File: src/rtl/ram_bist_pkg.sv
// Shared widths, FSM state encoding and helpers for the RAM march BIST controller.
package ram_bist_pkg;
    localparam int ADDR_W = 6;
    localparam int DATA_W = 8;
    localparam int DEPTH  = 64;

    localparam logic [ADDR_W-1:0] ADDR_LAST = ADDR_W'(DEPTH - 1);

    typedef enum logic [3:0] {
        IDLE, M0, M1_RD, M1_WR, M2_RD, M2_WR, M3, DRAIN, DONE
    } state_t;

    function automatic logic is_busy(input state_t s);
        return (s != IDLE) && (s != DONE);
    endfunction
endpackage

File: src/rtl/ram_bist_ctrl_if.sv
// RAM port bundle between the BIST controller (master) and the memory under test (slave).
interface ram_bist_ctrl_if;
    import ram_bist_pkg::*;

    logic [DATA_W-1:0] ram_data;
    logic [ADDR_W-1:0] ram_write_addr;
    logic [ADDR_W-1:0] ram_read_addr;
    logic              ram_we;
    logic [DATA_W-1:0] ram_q;

    modport master (output ram_data, ram_write_addr, ram_read_addr, ram_we, input ram_q);
    modport slave  (input ram_data, ram_write_addr, ram_read_addr, ram_we, output ram_q);
endinterface

File: src/rtl/ram_bist_cmp.sv
// Read-compare pipeline: delays {addr, expected} by RD_LAT cycles to meet ram_q, captures first miscompare.
module ram_bist_cmp import ram_bist_pkg::*; #(
    parameter int RD_LAT = 1
) (
    input  logic              clk,
    input  logic              rst,
    input  logic              i_push,
    input  logic              i_flush,
    input  logic              i_clear,
    input  logic [ADDR_W-1:0] i_addr,
    input  logic [DATA_W-1:0] i_exp,
    input  logic [DATA_W-1:0] i_q,
    output logic              o_mismatch,
    output logic              o_failed,
    output logic [ADDR_W-1:0] o_fail_addr,
    output logic [DATA_W-1:0] o_fail_data,
    output logic [DATA_W-1:0] o_fail_exp
);
    logic [RD_LAT-1:0] r_vld;
    logic [ADDR_W-1:0] r_addr [RD_LAT];
    logic [DATA_W-1:0] r_exp  [RD_LAT];
    logic              w_mismatch;

    always_ff @(posedge clk or posedge rst) begin
        if (rst) begin
            r_vld <= '0;
            for (int i = 0; i < RD_LAT; i++) begin
                r_addr[i] <= '0;
                r_exp[i]  <= '0;
            end
        end else if (i_flush) begin
            r_vld <= '0;
        end else begin
            r_vld[0]  <= i_push;
            r_addr[0] <= i_addr;
            r_exp[0]  <= i_exp;
            for (int i = 1; i < RD_LAT; i++) begin
                r_vld[i]  <= r_vld[i-1];
                r_addr[i] <= r_addr[i-1];
                r_exp[i]  <= r_exp[i-1];
            end
        end
    end

    assign w_mismatch = r_vld[RD_LAT-1] && (i_q != r_exp[RD_LAT-1]);
    assign o_mismatch = w_mismatch;

    // Only the first miscompare of a run is kept.
    always_ff @(posedge clk or posedge rst) begin
        if (rst) begin
            o_failed    <= 1'b0;
            o_fail_addr <= '0;
            o_fail_data <= '0;
            o_fail_exp  <= '0;
        end else if (i_clear) begin
            o_failed    <= 1'b0;
            o_fail_addr <= '0;
            o_fail_data <= '0;
            o_fail_exp  <= '0;
        end else if (w_mismatch && !o_failed) begin
            o_failed    <= 1'b1;
            o_fail_addr <= r_addr[RD_LAT-1];
            o_fail_data <= i_q;
            o_fail_exp  <= r_exp[RD_LAT-1];
        end
    end
endmodule

File: src/rtl/ram_bist_ctrl.sv
// March BIST over a 64x8 RAM: M0 up w(P); M1 up r(P) w(~P); M2 down r(~P) w(P); M3 up r(P).
// RAM controls are decoded from the registered state/counter, so reset silences them at once.
module ram_bist_ctrl import ram_bist_pkg::*; #(
    parameter logic [DATA_W-1:0] PATTERN = 8'h55,
    parameter int                RD_LAT  = 1
) (
    input  logic              clk,
    input  logic              rst,
    input  logic              i_start,
    output logic              o_busy,
    output logic              o_done,
    output logic              o_pass,
    output logic [ADDR_W-1:0] o_fail_addr,
    output logic [DATA_W-1:0] o_fail_data,
    output logic [DATA_W-1:0] o_fail_exp,
    ram_bist_ctrl_if.master   bus
);
    state_t            r_state, w_next;
    logic [ADDR_W-1:0] r_cnt, w_cnt_next;
    logic              w_we, w_push, w_clear, w_flush, w_mismatch, w_failed;
    logic [DATA_W-1:0] w_data, w_exp;
    logic [ADDR_W-1:0] w_waddr, w_raddr;
    logic              w_last, w_first;

    assign w_last  = (r_cnt == ADDR_LAST);
    assign w_first = (r_cnt == '0);

    always_ff @(posedge clk or posedge rst) begin
        if (rst) begin
            r_state <= IDLE;
            r_cnt   <= '0;
        end else begin
            r_state <= w_next;
            r_cnt   <= w_cnt_next;
        end
    end

    always_comb begin
        w_next     = r_state;
        w_cnt_next = r_cnt;
        w_we       = 1'b0;
        w_data     = '0;
        w_waddr    = '0;
        w_raddr    = '0;
        w_push     = 1'b0;
        w_exp      = '0;
        unique case (r_state)
            IDLE, DONE: begin
                if (i_start) begin
                    w_next     = M0;
                    w_cnt_next = '0;
                end
            end
            M0: begin
                w_we       = 1'b1;
                w_waddr    = r_cnt;
                w_data     = PATTERN;
                w_cnt_next = r_cnt + ADDR_W'(1);
                if (w_last) w_next = M1_RD;
            end
            M1_RD: begin
                w_raddr = r_cnt;
                w_push  = 1'b1;
                w_exp   = PATTERN;
                w_next  = M1_WR;
            end
            M1_WR: begin
                w_we    = 1'b1;
                w_waddr = r_cnt;
                w_data  = ~PATTERN;
                if (w_last) begin
                    w_next     = M2_RD;
                    w_cnt_next = ADDR_LAST;
                end else begin
                    w_next     = M1_RD;
                    w_cnt_next = r_cnt + ADDR_W'(1);
                end
            end
            M2_RD: begin
                w_raddr = r_cnt;
                w_push  = 1'b1;
                w_exp   = ~PATTERN;
                w_next  = M2_WR;
            end
            M2_WR: begin
                w_we    = 1'b1;
                w_waddr = r_cnt;
                w_data  = PATTERN;
                if (w_first) begin
                    w_next     = M3;
                    w_cnt_next = '0;
                end else begin
                    w_next     = M2_RD;
                    w_cnt_next = r_cnt - ADDR_W'(1);
                end
            end
            M3: begin
                w_raddr    = r_cnt;
                w_push     = 1'b1;
                w_exp      = PATTERN;
                w_cnt_next = r_cnt + ADDR_W'(1);
                if (w_last) begin
                    w_next     = DRAIN;
                    w_cnt_next = ADDR_W'(RD_LAT - 1);
                end
            end
            DRAIN: begin
                if (w_first) w_next = DONE;
                else         w_cnt_next = r_cnt - ADDR_W'(1);
            end
            default: w_next = IDLE;
        endcase
        // A miscompare ends the run immediately and suppresses any write in that cycle.
        if (w_mismatch) begin
            w_next = DONE;
            w_we   = 1'b0;
        end
    end

    assign w_clear = ((r_state == IDLE) || (r_state == DONE)) && i_start;
    assign w_flush = (w_next == DONE);

    ram_bist_cmp #(.RD_LAT(RD_LAT)) u_cmp (
        .clk         (clk),
        .rst         (rst),
        .i_push      (w_push),
        .i_flush     (w_flush),
        .i_clear     (w_clear),
        .i_addr      (w_raddr),
        .i_exp       (w_exp),
        .i_q         (bus.ram_q),
        .o_mismatch  (w_mismatch),
        .o_failed    (w_failed),
        .o_fail_addr (o_fail_addr),
        .o_fail_data (o_fail_data),
        .o_fail_exp  (o_fail_exp)
    );

    assign o_busy = is_busy(r_state);
    assign o_done = (r_state == DONE);
    assign o_pass = (r_state == DONE) && !w_failed;

    assign bus.ram_we         = w_we;
    assign bus.ram_data       = w_data;
    assign bus.ram_write_addr = w_waddr;
    assign bus.ram_read_addr  = w_raddr;
endmodule

File: src/flat_wrapper.sv
// flat-port wrapper written by rule: the top's interface ports become plain ports
module ram_bist_ctrl_flat import ram_bist_pkg::*;
#(
    parameter logic [DATA_W-1:0] PATTERN = 8'h55,
    parameter int                RD_LAT  = 1
)
  (clk, rst, i_start, o_busy, o_done, o_pass, o_fail_addr, o_fail_data, o_fail_exp, bus_ram_data, bus_ram_write_addr, bus_ram_read_addr, bus_ram_we, bus_ram_q);
  ram_bist_ctrl_if bus_i ();
  input  logic clk;
  input  logic rst;
  input  logic i_start;
  output logic o_busy;
  output logic o_done;
  output logic o_pass;
  output logic [ADDR_W-1:0] o_fail_addr;
  output logic [DATA_W-1:0] o_fail_data;
  output logic [DATA_W-1:0] o_fail_exp;
  output wire logic [$bits(bus_i.ram_data)-1:0] bus_ram_data;
  output wire logic [$bits(bus_i.ram_write_addr)-1:0] bus_ram_write_addr;
  output wire logic [$bits(bus_i.ram_read_addr)-1:0] bus_ram_read_addr;
  output wire logic [$bits(bus_i.ram_we)-1:0] bus_ram_we;
  input wire logic [$bits(bus_i.ram_q)-1:0] bus_ram_q;
  assign bus_ram_data = bus_i.ram_data;
  assign bus_ram_write_addr = bus_i.ram_write_addr;
  assign bus_ram_read_addr = bus_i.ram_read_addr;
  assign bus_ram_we = bus_i.ram_we;
  assign bus_i.ram_q = bus_ram_q;
  ram_bist_ctrl #(.PATTERN(PATTERN), .RD_LAT(RD_LAT)) u_core (.clk(clk), .rst(rst), .i_start(i_start), .o_busy(o_busy), .o_done(o_done), .o_pass(o_pass), .o_fail_addr(o_fail_addr), .o_fail_data(o_fail_data), .o_fail_exp(o_fail_exp), .bus(bus_i));
endmodule
File: config.mk
export PLATFORM = sky130hd
export DESIGN_NAME = ram_bist_ctrl_flat
export DESIGN_NICKNAME = d
export VERILOG_FILES = /design/src/rtl/ram_bist_pkg.sv /design/src/rtl/ram_bist_ctrl_if.sv /design/src/rtl/ram_bist_cmp.sv /design/src/rtl/ram_bist_ctrl.sv /design/src/flat_wrapper.sv
export SDC_FILE = /design/constraint.sdc
export NUM_CORES = 1
export LEC_CHECK = 0
export ABC_CLOCK_PERIOD_IN_PS = 2400
export BUFFER_PORTS_ARGS = -buffer_cell sky130_fd_sc_hd__buf_4
export CORE_UTILIZATION = 53
export DETAILED_ROUTE_END_ITERATION = 10
export HOLD_SLACK_MARGIN = 0.15
export PLACE_DENSITY = 0.89
export RECOVER_POWER = 25
export SYNTH_ARGS = -nofsm -noshare
export SYNTH_HDL_FRONTEND = slang
export SYNTH_SLANG_ARGS = --single-unit
File: constraint.sdc
create_clock -name clk -period 2.4 [get_ports clk]
set_input_delay 0.36 -clock clk [delete_from_list [all_inputs] [get_ports clk]]
set_output_delay 0.36 -clock clk [all_outputs]
set_load 0.05 [all_outputs]
[Word-level counts from Yosys, hierarchy flattened]
Cells that the tools add are included.
Word-level totals
  flip-flop bits (word level): 48
  latch bits: 0
  memory bits (writable): 0
  bits in read-only memories: 0
  output and inout port bits: 46
  word-level logic and storage cells: 73
  memories: 0
Operators by class
  $add $sub $neg: 2
  multiply operators: 0
  divide/modulo/power cells: 0
  magnitude comparators: 0
  equal/unequal tests: 14
  shifts and indexed selects: 0
  mux-type cells: 30
  bitwise operators: 0
  reduce and logical (&&, ||, !) cells: 18
Operators by type and width (count)
  $mux W6: 9
  $pmux W6 S6: 1
  $mux W8: 4
  $pmux W4 S8: 1
  $pmux W8 S2: 2
  $mux W4: 5
  $eq A4 B3 Y1 const B: 4
  $eq A4 B2 Y1 const B: 2
  $eq A4 B4 Y1 const B: 2
  $ne A8 B8 Y1: 1
  $add A6 B1 Y6 const B: 1
  $eq A6 B6 Y1 const B: 1
  $logic_not A6 Y1: 1
  $mux W1: 6
  $reduce_bool A6 Y1: 1
  $reduce_or A2 Y1: 3
  $reduce_or A3 Y1: 2
  $sub A6 B1 Y6 const B: 1
  $logic_and A1 B1 Y1: 5
  $eq A4 B1 Y1 const B: 1
  $logic_not A4 Y1: 1
  $ne A2 B2 Y1 const B: 2
  $ne A4 B4 Y1 const B: 1
  $reduce_bool A4 Y1: 1
  other kinds (6): 6

[Logic depth before layout (Yosys ltp)]
Gate-level depths: netlist of the first run.
  depth in word-level cells: 6
  mapped depth: 8

[Hierarchy]
From an unflattened synthesis of the first run, not the netlist that was laid out.
Second synthesis, totals
  cells, all modules: 307
  area total of the unflattened synthesis: 2997.9 um^2
By module, submodules not included
  ram_bist_cmp: times used 1, cells an instance 142, area each 1789.2 um^2, sequential area each 950.9 um^2
  ram_bist_ctrl: times used 1, cells an instance 165, area each 1208.7 um^2, sequential area each 250.2 um^2

[Worst setup path before layout of the first run]
OpenSTA, ideal clock, no wires.
  kind: register to register
  start point: register u_core.r_state[1]
  end point: register u_core.u_cmp.r_addr[0] (netlist bit)
  library setup time: 0.075 ns
  arrival time: 2.683 ns
  data required time: 2.325 ns
  setup slack: -0.359 ns
  stages on the path, launching flop included: 5
  cell sequence: dfrtp_1 -> clkbuf_1 -> nor2_1 -> nor4_1 -> mux2_2
Between the ends
  elaborated cells on any way between the ends: 19
RTL lines
  start: declaration: RTL line ram_bist_ctrl.sv:18  | state_t r_state, w_next;
  start signal: assignment: RTL line ram_bist_ctrl.sv:33  | r_state <= w_next;
  $eq A4 B2 Y1 or $eq A4 B3 Y1 (tied branches): RTL line ram_bist_ctrl.sv:47  | unique case (r_state)
  $reduce_or A3 Y1 (no line) *
  $mux W6 *: RTL line ram_bist_ctrl.sv:47
  net bus_ram_read_addr[0]: RTL line flat_wrapper.sv:20  | output wire logic [$bits(bus_i.ram_read_addr)-1:0] bus_ram_read_addr;
  end signal: indexed assignment: RTL line ram_bist_cmp.sv:39  | r_addr[i] <= r_addr[i-1];
  end: declaration: RTL line ram_bist_cmp.sv:20  | logic [ADDR_W-1:0] r_addr [RD_LAT];
Mark *: on every way through the listed nets, which the timed path passes. The rest lies on a longest branch.
A chain may end at the register's enable or synchronous reset.

[Worst setup path after layout of the first run]
  start point: register u_core.u_cmp.r_exp[5] (netlist bit)
  end point: output bus_ram_we
Between the ends
  word-level cells in the longest chain between the ends: 3
Ends and longest elaborated chain
  start: declaration: RTL line ram_bist_cmp.sv:21  | logic [DATA_W-1:0] r_exp [RD_LAT];
  start signal: indexed assignment: RTL line ram_bist_cmp.sv:40  | r_exp[i] <= r_exp[i-1];
  $ne A8 B8 Y1: RTL line ram_bist_cmp.sv:45  | assign w_mismatch = r_vld[RD_LAT-1] && (i_q != r_exp[RD_LAT-1]);
  $logic_and A1 B1 Y1: RTL line ram_bist_cmp.sv:45
  $mux W1: RTL line ram_bist_ctrl.sv:114  | if (w_mismatch) begin
  end: declaration: RTL line flat_wrapper.sv:21  | output wire logic [$bits(bus_i.ram_we)-1:0] bus_ram_we;
No other way between the ends.

==> results_dict.tcl, run 1 <==
set metrics [dict create \
    grt_first_pass_wirelength_um 9100 \
    layout.cells.non_filler 325 \
    powerDensity_nw_per_um2 687 \
    cts_max_level 2 \
    cts_tree "yes" \
    hold_class "input pin to flop" \
    crit_slowest_cell "or4_1" \
    synth_seq_cells 36 \
    syn-cell-area_um2 2210 \
    viasPerCell 5.98 \
    synth_area_leader_cell "dfrtp_1" \
    fin_nets 288 \
    core-area_um2 4000 \
    status "complete, but fails checks" \
    hpwl_um 4200 \
    firstDrtPassIters 4 \
    fillers 313 \
    dpl_cell_area_um2 2650 \
    area_growth_pct 26.1 \
    num_vias 1943 \
    path_clk_slew_ns 0.07 \
    hold_start "bus_ram_q[1]" \
    synth_edf_count 0 \
    drt-initial-drc-count 177 \
    yosysMostFrequentCell "dfrtp_1" \
    hold_slack_ns 0.320 \
    worstSetupPathType "flop to output pin" \
    p_leak_nw 1.35 \
    drc 0 \
    synth_cell_type_count 61 \
    drive_above_1_share 0.422 \
    io_buffers 56 \
    grt_antenna_before_repair 0 \
    cp-startpoint "u_core.u_cmp.r_exp[5]" \
    avgSynthCellArea_um2 10.1 \
    routabilityCongestion 0.924 \
    grt-ovfl-total 0 \
    drv_slew 37 \
    syn-num-nets 233 \
    antenna_cells 0 \
    setup_viol 0 \
    fp-row-count 23 \
    post-route-period-util 0.971 \
    drt-total-wl_um 5830 \
    max_freq_mhz 429 \
    wire_per_inst_um 17.9 \
    antenna_left 0 \
    path_cells "or4_1 > mux2i_4 > a21boi_4 > and2b_2 > buf_8" \
    synthFlopType "dfrtp_1" \
    crit_path_max_fanout 4 \
    start_kind "flop" \
    finalClockSkew_ns 0.00552 \
    yosys-top-cells-count "dfrtp_1 (36), a22o_2 (16), buf_4 (13)" \
    cts.path.max_buffers 2 \
    worstMarginPinSlew_ns 1.86 \
    tns_ns 0 \
    rsz0062_at_grt "no" \
    period_needed_ns 2.33 \
    grt_pass1_vias 1808 \
    synthCells 219 \
    violations "max-capacitance violations, max-slew violations" \
    die_w_um 66.5 \
    endpoint_kind "output pin" \
    final_area_um2 2780 \
    ir_drop_mv 0.453 \
    cp.arrival_ns 1.97 \
    cts-root-buf "clkbuf_8" \
    fp.dieArea_um2 4420 \
    ys_seq_area_frac 0.408 \
    cp_num_buf_inv 1 \
    grt_use_total 0.279 \
    insertion_delay_ns 0.28 \
    critPathMaxStageDelay_ns 0.58 \
    r2r-start "u_core.u_cmp.r_exp[5]" \
    initial_core_util 0.551 \
    drv_cap 1 \
    die_h_um 66.5 \
    hold_viol 0 \
    synthArstFlopShare 1.00 \
    dpl.cell_count 315 \
    synth.area.top_cells "dfrtp_1 (41%), a22o_2 (7.3%), buf_4 (4.4%)" \
    cts_sinks 36 \
    grt_start_max_net_pins 37 \
    path_delay_family "simple AND/OR/NAND/NOR gates" \
    num_io_pins 57 \
    cts_buffers 5 \
    relSlewSlack -0.240 \
    synth_top_area_share 0.408 \
    yosys_warnings 0 \
    cp_data_required_time_ns 2.04 \
]
-- stage by stage --
stage                     setup WS [ns]   util  total power (W)
final                            0.0692  0.696          0.00191
after global routing             0.0147  0.696          0.00200
after CTS                       0.00971  0.692          0.00189
after detailed placement          0.113  0.661          0.00148
after global placement            0.145  0.661          0.00147
after floorplan                  -0.359      -          0.00122
-- where the power goes --
part | internal (W) | leakage, nW | switching [W]
registers | 0.000647 | 0.491 | 0.0000239
clock network | 0.000202 | 0.0479 | 0.000213
logic | 0.000296 | 0.813 | 0.000529
-- cell families (layout without fill, tap and decap cells) --
| family | after synthesis | after routing | synth area share |
|---|---|---|---|
| buffers and inverters | 35 | 91 | 0.0862 |
| flip-flops | 36 | 36 | 0.408 |
| XOR/XNOR | 4 | 4 | 0.0159 |
| AND/OR/NAND/NOR | 72 | 72 | 0.196 |
| AO/OA/AOI/OAI | 59 | 59 | 0.227 |
| adder cells (fa/ha/maj) | 3 | 3 | 0.0170 |
| multiplexers | 10 | 10 | 0.0499 |
-- path summary, 6_finish.rpt --
kind | endpoint | slack [ns] | cells past startpoint
worst max-delay path | bus_ram_we | 0.07 | 5
worst min-delay path | u_core.u_cmp.o_fail_data[1] | 0.32 | 2
worst max register to register | u_core.u_cmp.r_exp[5] | 0.15 | 6
worst min register to register | u_core.u_cmp.o_fail_data[6] | 0.51 | 1
max in group asynchronous | u_core.u_cmp.o_fail_addr[0] | 0.59 | 3
min in group asynchronous | u_core.u_cmp.o_fail_data[3] | 0.74 | 3
-- routing by layer --
| metal | share of wire | global-route usage | vias up |
|---|---|---|---|
| met2 | 0.50 | 0.466 | 77 |
| met3 | 0.049 | 0.0411 | 4 |
| li1 | - | - | 903 |
| met5 | 0 | 0 | - |
| met4 | 0.0076 | 0.0824 | 0 |
| met1 | 0.44 | 0.374 | 959 |
-- layout make-up --
| cell class | count | area (µm²) | area share |
|---|---|---|---|
| clock buffers | 5 | 68.8 | 0.0247 |
| well taps | 50 | 62.6 | 0.0225 |
| clock inverters | 3 | 18.8 | 0.00674 |
| flip-flops and latches | 36 | 901 | 0.324 |
| repair buffers | 72 | 544 | 0.196 |
| multi-input cells | 148 | 1150 | 0.412 |
| inverters | 11 | 41.3 | 0.0148 |
-- cells in the final DEF (no fill, tap or decap), types with 2 or more instances in the layout --
cell      count
a22o_1        2
or4_4         2
and2_1       12
and4_1        2
nor2b_1       4
a31oi_1       4
nor3_1        8
buf_4        69
nand2_1       6
nand4_1       2
o211ai_1      3
mux2_2        7
nand3_1       2
xor2_1        2
nor4_1        3
a22o_2       16
a211o_1       3
o21a_1        2
dfrtp_1      36
clkinv_2      2
o21ai_0       6
or3_1         3
clkbuf_8      5
nor2_1       12
xnor2_1       2
inv_1        11
o22ai_1       2
nand2b_1      5
ha_1          3
a21oi_1       5
-- repair_timing --
action,4_1_cts,5_1_grt
pin swaps,1,0
setup buffers,2,0
setup endpoints to repair,1,2
endpoints found under the hold margin,0,0
resized for setup,5,3
hold buffers,0,0
-- flip-flops by register name, summed over array words and instances (netlist names) --
| signal | count |
|---|---|
| u_core.r_cnt | 6 |
| u_core.r_state | 4 |
| u_core.u_cmp.o_fail_addr | 6 |
| u_core.u_cmp.o_fail_data | 8 |
| u_core.u_cmp.o_fail_exp | 2 |
| u_core.u_cmp.o_failed | 1 |
| u_core.u_cmp.r_addr | 6 |
| u_core.u_cmp.r_exp | 2 |
| u_core.u_cmp.r_vld | 1 |
(Power assumes the default switching activity.)
==> inputs of run 2 (changes only) <==
Settings changed: RECOVER_POWER 25 to 100.
==> run 2 against run 1 <==
The flow still finishes with violations (max-capacitance violations, max-slew violations). Flip-flop and latch count did not move. Sequential share of layout area rose by 1.6 points. Sequential power barely moved. Die area did not move. Cell count did not move. Total power fell by 1.6%. Non-clock buffer count did not move. Register-to-register slack barely moved. Hold slack barely moved. Wire length rose by 0.19%. Maximum frequency fell by 0.11%. Clock-buffer cell count did not move. Largest cell class unchanged.
==> results_dict.tcl, run 2 (synthesis gave the netlist of run 1 again) <==
set metrics [dict create \
    largest_register_ffs 8 \
    cts_max_level 2 \
    worst_slack_ns 0.0665 \
    violations "max-capacitance violations, max-slew violations" \
    fillers 348 \
    path_cells "or4_1 > mux2i_4 > a21boi_4 > and2b_2 > buf_6" \
    cts_sinks 36 \
    drive_above_1_share 0.327 \
    pwr-share-clk 0.221 \
    cts-root-buf "clkbuf_8" \
    initial_core_util 0.551 \
    multi_input_area_um2 1150 \
    antenna_left 0 \
    comb_power_share 0.422 \
    hold_class "input pin to flop" \
    final_cell_mix "dfrtp_1 (36), buf_4 (28), clkbuf_1 (27), a22o_2 (16), nor2_1 (12)" \
    post-route-period-util 0.972 \
    drv_cap 1 \
    finalClockSkew_ns 0.00496 \
    netSwitchingPower_w 0.000763 \
    status "complete, but fails checks" \
    routabilityCongestion 0.924 \
    cts_buffers 5 \
    crit_slowest_cell "or4_1" \
    drc 0 \
    antenna_cells 0 \
    hpwl_um 4200 \
    relSlewSlack -0.242 \
    grt_start_max_net_pins 37 \
    cts_tree "yes" \
    hold_viol 0 \
    firstDrtPassIters 5 \
    fin_nets 288 \
    die_h_um 66.5 \
    fp-row-count 23 \
    grt-ovfl-total 0 \
    dp_slack_ns 0.113 \
    rsz0062_at_grt "no" \
    viasPerCell 6.01 \
    cp_data_required_time_ns 2.04 \
    drt-initial-drc-count 162 \
    grt_pass1_vias 1808 \
    r2r_cells 6 \
    mostFrequentLayoutCell "dfrtp_1" \
    setup_viol 0 \
    worstSetupPathType "flop to output pin" \
    period_needed_ns 2.33 \
    start_kind "flop" \
    die_w_um 66.5 \
    insertion_delay_ns 0.28 \
    crit_path_max_fanout 4 \
    critPathMaxStageDelay_ns 0.59 \
    worstMarginPinSlew_ns 1.86 \
    swShare 0.406 \
    area_growth_pct 20.2 \
    final_area_um2 2650 \
    fp.dieArea_um2 4420 \
    num_vias 1954 \
    endpoint_kind "output pin" \
    io_buffers 56 \
    top_register "u_core.u_cmp.o_fail_data" \
    wire_per_inst_um 18.0 \
    internal_power_w 0.00112 \
    drv_slew 37 \
    grt_first_pass_wirelength_um 9100 \
    power_frac_seq 0.357 \
    grt_use_total 0.279 \
    ir_drop_mv 0.455 \
    drt-total-wl_um 5840 \
    num_io_pins 57 \
    p_leak_nw 1.23 \
    path_clk_slew_ns 0.07 \
    core-area_um2 4000 \
    dpl_cell_area_um2 2650 \
    seqCellArea_um2 901 \
    powerDensity_nw_per_um2 709 \
    grt_antenna_before_repair 0 \
    max_freq_mhz 429 \
    cts.path.max_buffers 2 \
    cp.arrival_ns 1.97 \
    whs_path_depth 2 \
]
[run 2: changes by cell type in the layout (fill, tap and decap cells not counted)]
cell	previous run	this run
and2_0	1	7
and2_1	12	6
buf_2	0	4
buf_4	69	28
buf_6	0	1
buf_8	1	0
clkbuf_1	1	27
clkbuf_2	0	8
clkbuf_4	1	4
o21ai_0	6	7
o21ai_1	1	0
[run 2: final timing paths]
| path | from | to | slack (ns) |
|---|---|---|---|
| max in group asynchronous | rst | u_core.u_cmp.o_fail_addr[0] | 0.58 |
| min reg2reg | u_core.u_cmp.o_fail_data[6] | u_core.u_cmp.o_fail_data[6] | 0.51 |
| max | u_core.u_cmp.r_exp[5] | bus_ram_we | 0.07 |
| min | bus_ram_q[1] | u_core.u_cmp.o_fail_data[1] | 0.32 |
| min in group asynchronous | rst | u_core.r_cnt[5] | 0.74 |
| max reg2reg | u_core.u_cmp.r_exp[5] | u_core.u_cmp.r_exp[5] | 0.15 |
[run 2: power groups by stage]
stage                     Clock, W  Sequential, W  Combinational [W]
after floorplan                  0       0.000695           0.000527
after global placement           0       0.000678           0.000791
after detailed placement         0       0.000681           0.000797
after CTS                 0.000419       0.000671           0.000803
after global routing      0.000448       0.000675           0.000843
final                     0.000415       0.000670           0.000794
[run 2: routing by layer]
layer | vias to the layer above | global-route usage | part of all wire
li1 | 903 | - | -
met3 | 12 | 0.0411 | 0.060
met5 | - | 0 | 0
met2 | 90 | 0.466 | 0.49
met4 | 0 | 0.0824 | 0.011
met1 | 949 | 0.374 | 0.44
[run 2: worst max-delay path, delay by kind of cell, from the launching register on]
kind,cells,cell delay [ns]
buf+inv,1,0.16
mux,1,0.20
flops,1,0.43
simple gates,2,0.83
compound gates,1,0.08
[run 2: final cells by class]
cell class | instances | area share
clock buffers | 5 | 0.0260
clock inverters | 3 | 0.00708
inverters | 11 | 0.0156
multi-input cells | 148 | 0.432
flip-flops and latches | 36 | 0.340
well taps | 50 | 0.0236
repair buffers | 72 | 0.156
[run 2: through the flow]
| stage | cells | hold WS [ns] | TNS (ns) | power [W] | utilization |
|---|---|---|---|---|---|
| after floorplan | 219 | 0.458 | -1.28 | 0.00122 | - |
| after global placement | 315 | 0.480 | 0 | 0.00147 | 0.661 |
| after detailed placement | 315 | 0.490 | 0 | 0.00148 | 0.661 |
| after CTS | 325 | 0.185 | 0 | 0.00189 | 0.692 |
| after global routing | 325 | 0.316 | 0 | 0.00197 | 0.663 |
| final | 325 | 0.320 | 0 | 0.00188 | 0.663 |
[run 2: timing repair]
action | 4_1_cts | 5_1_grt
gates cloned | 0 | 0
resized for setup | 5 | 3
pin swaps | 1 | 0
endpoints found under the setup margin | 1 | 2
hold buffers | 0 | 0
buffers inserted | 2 | 0
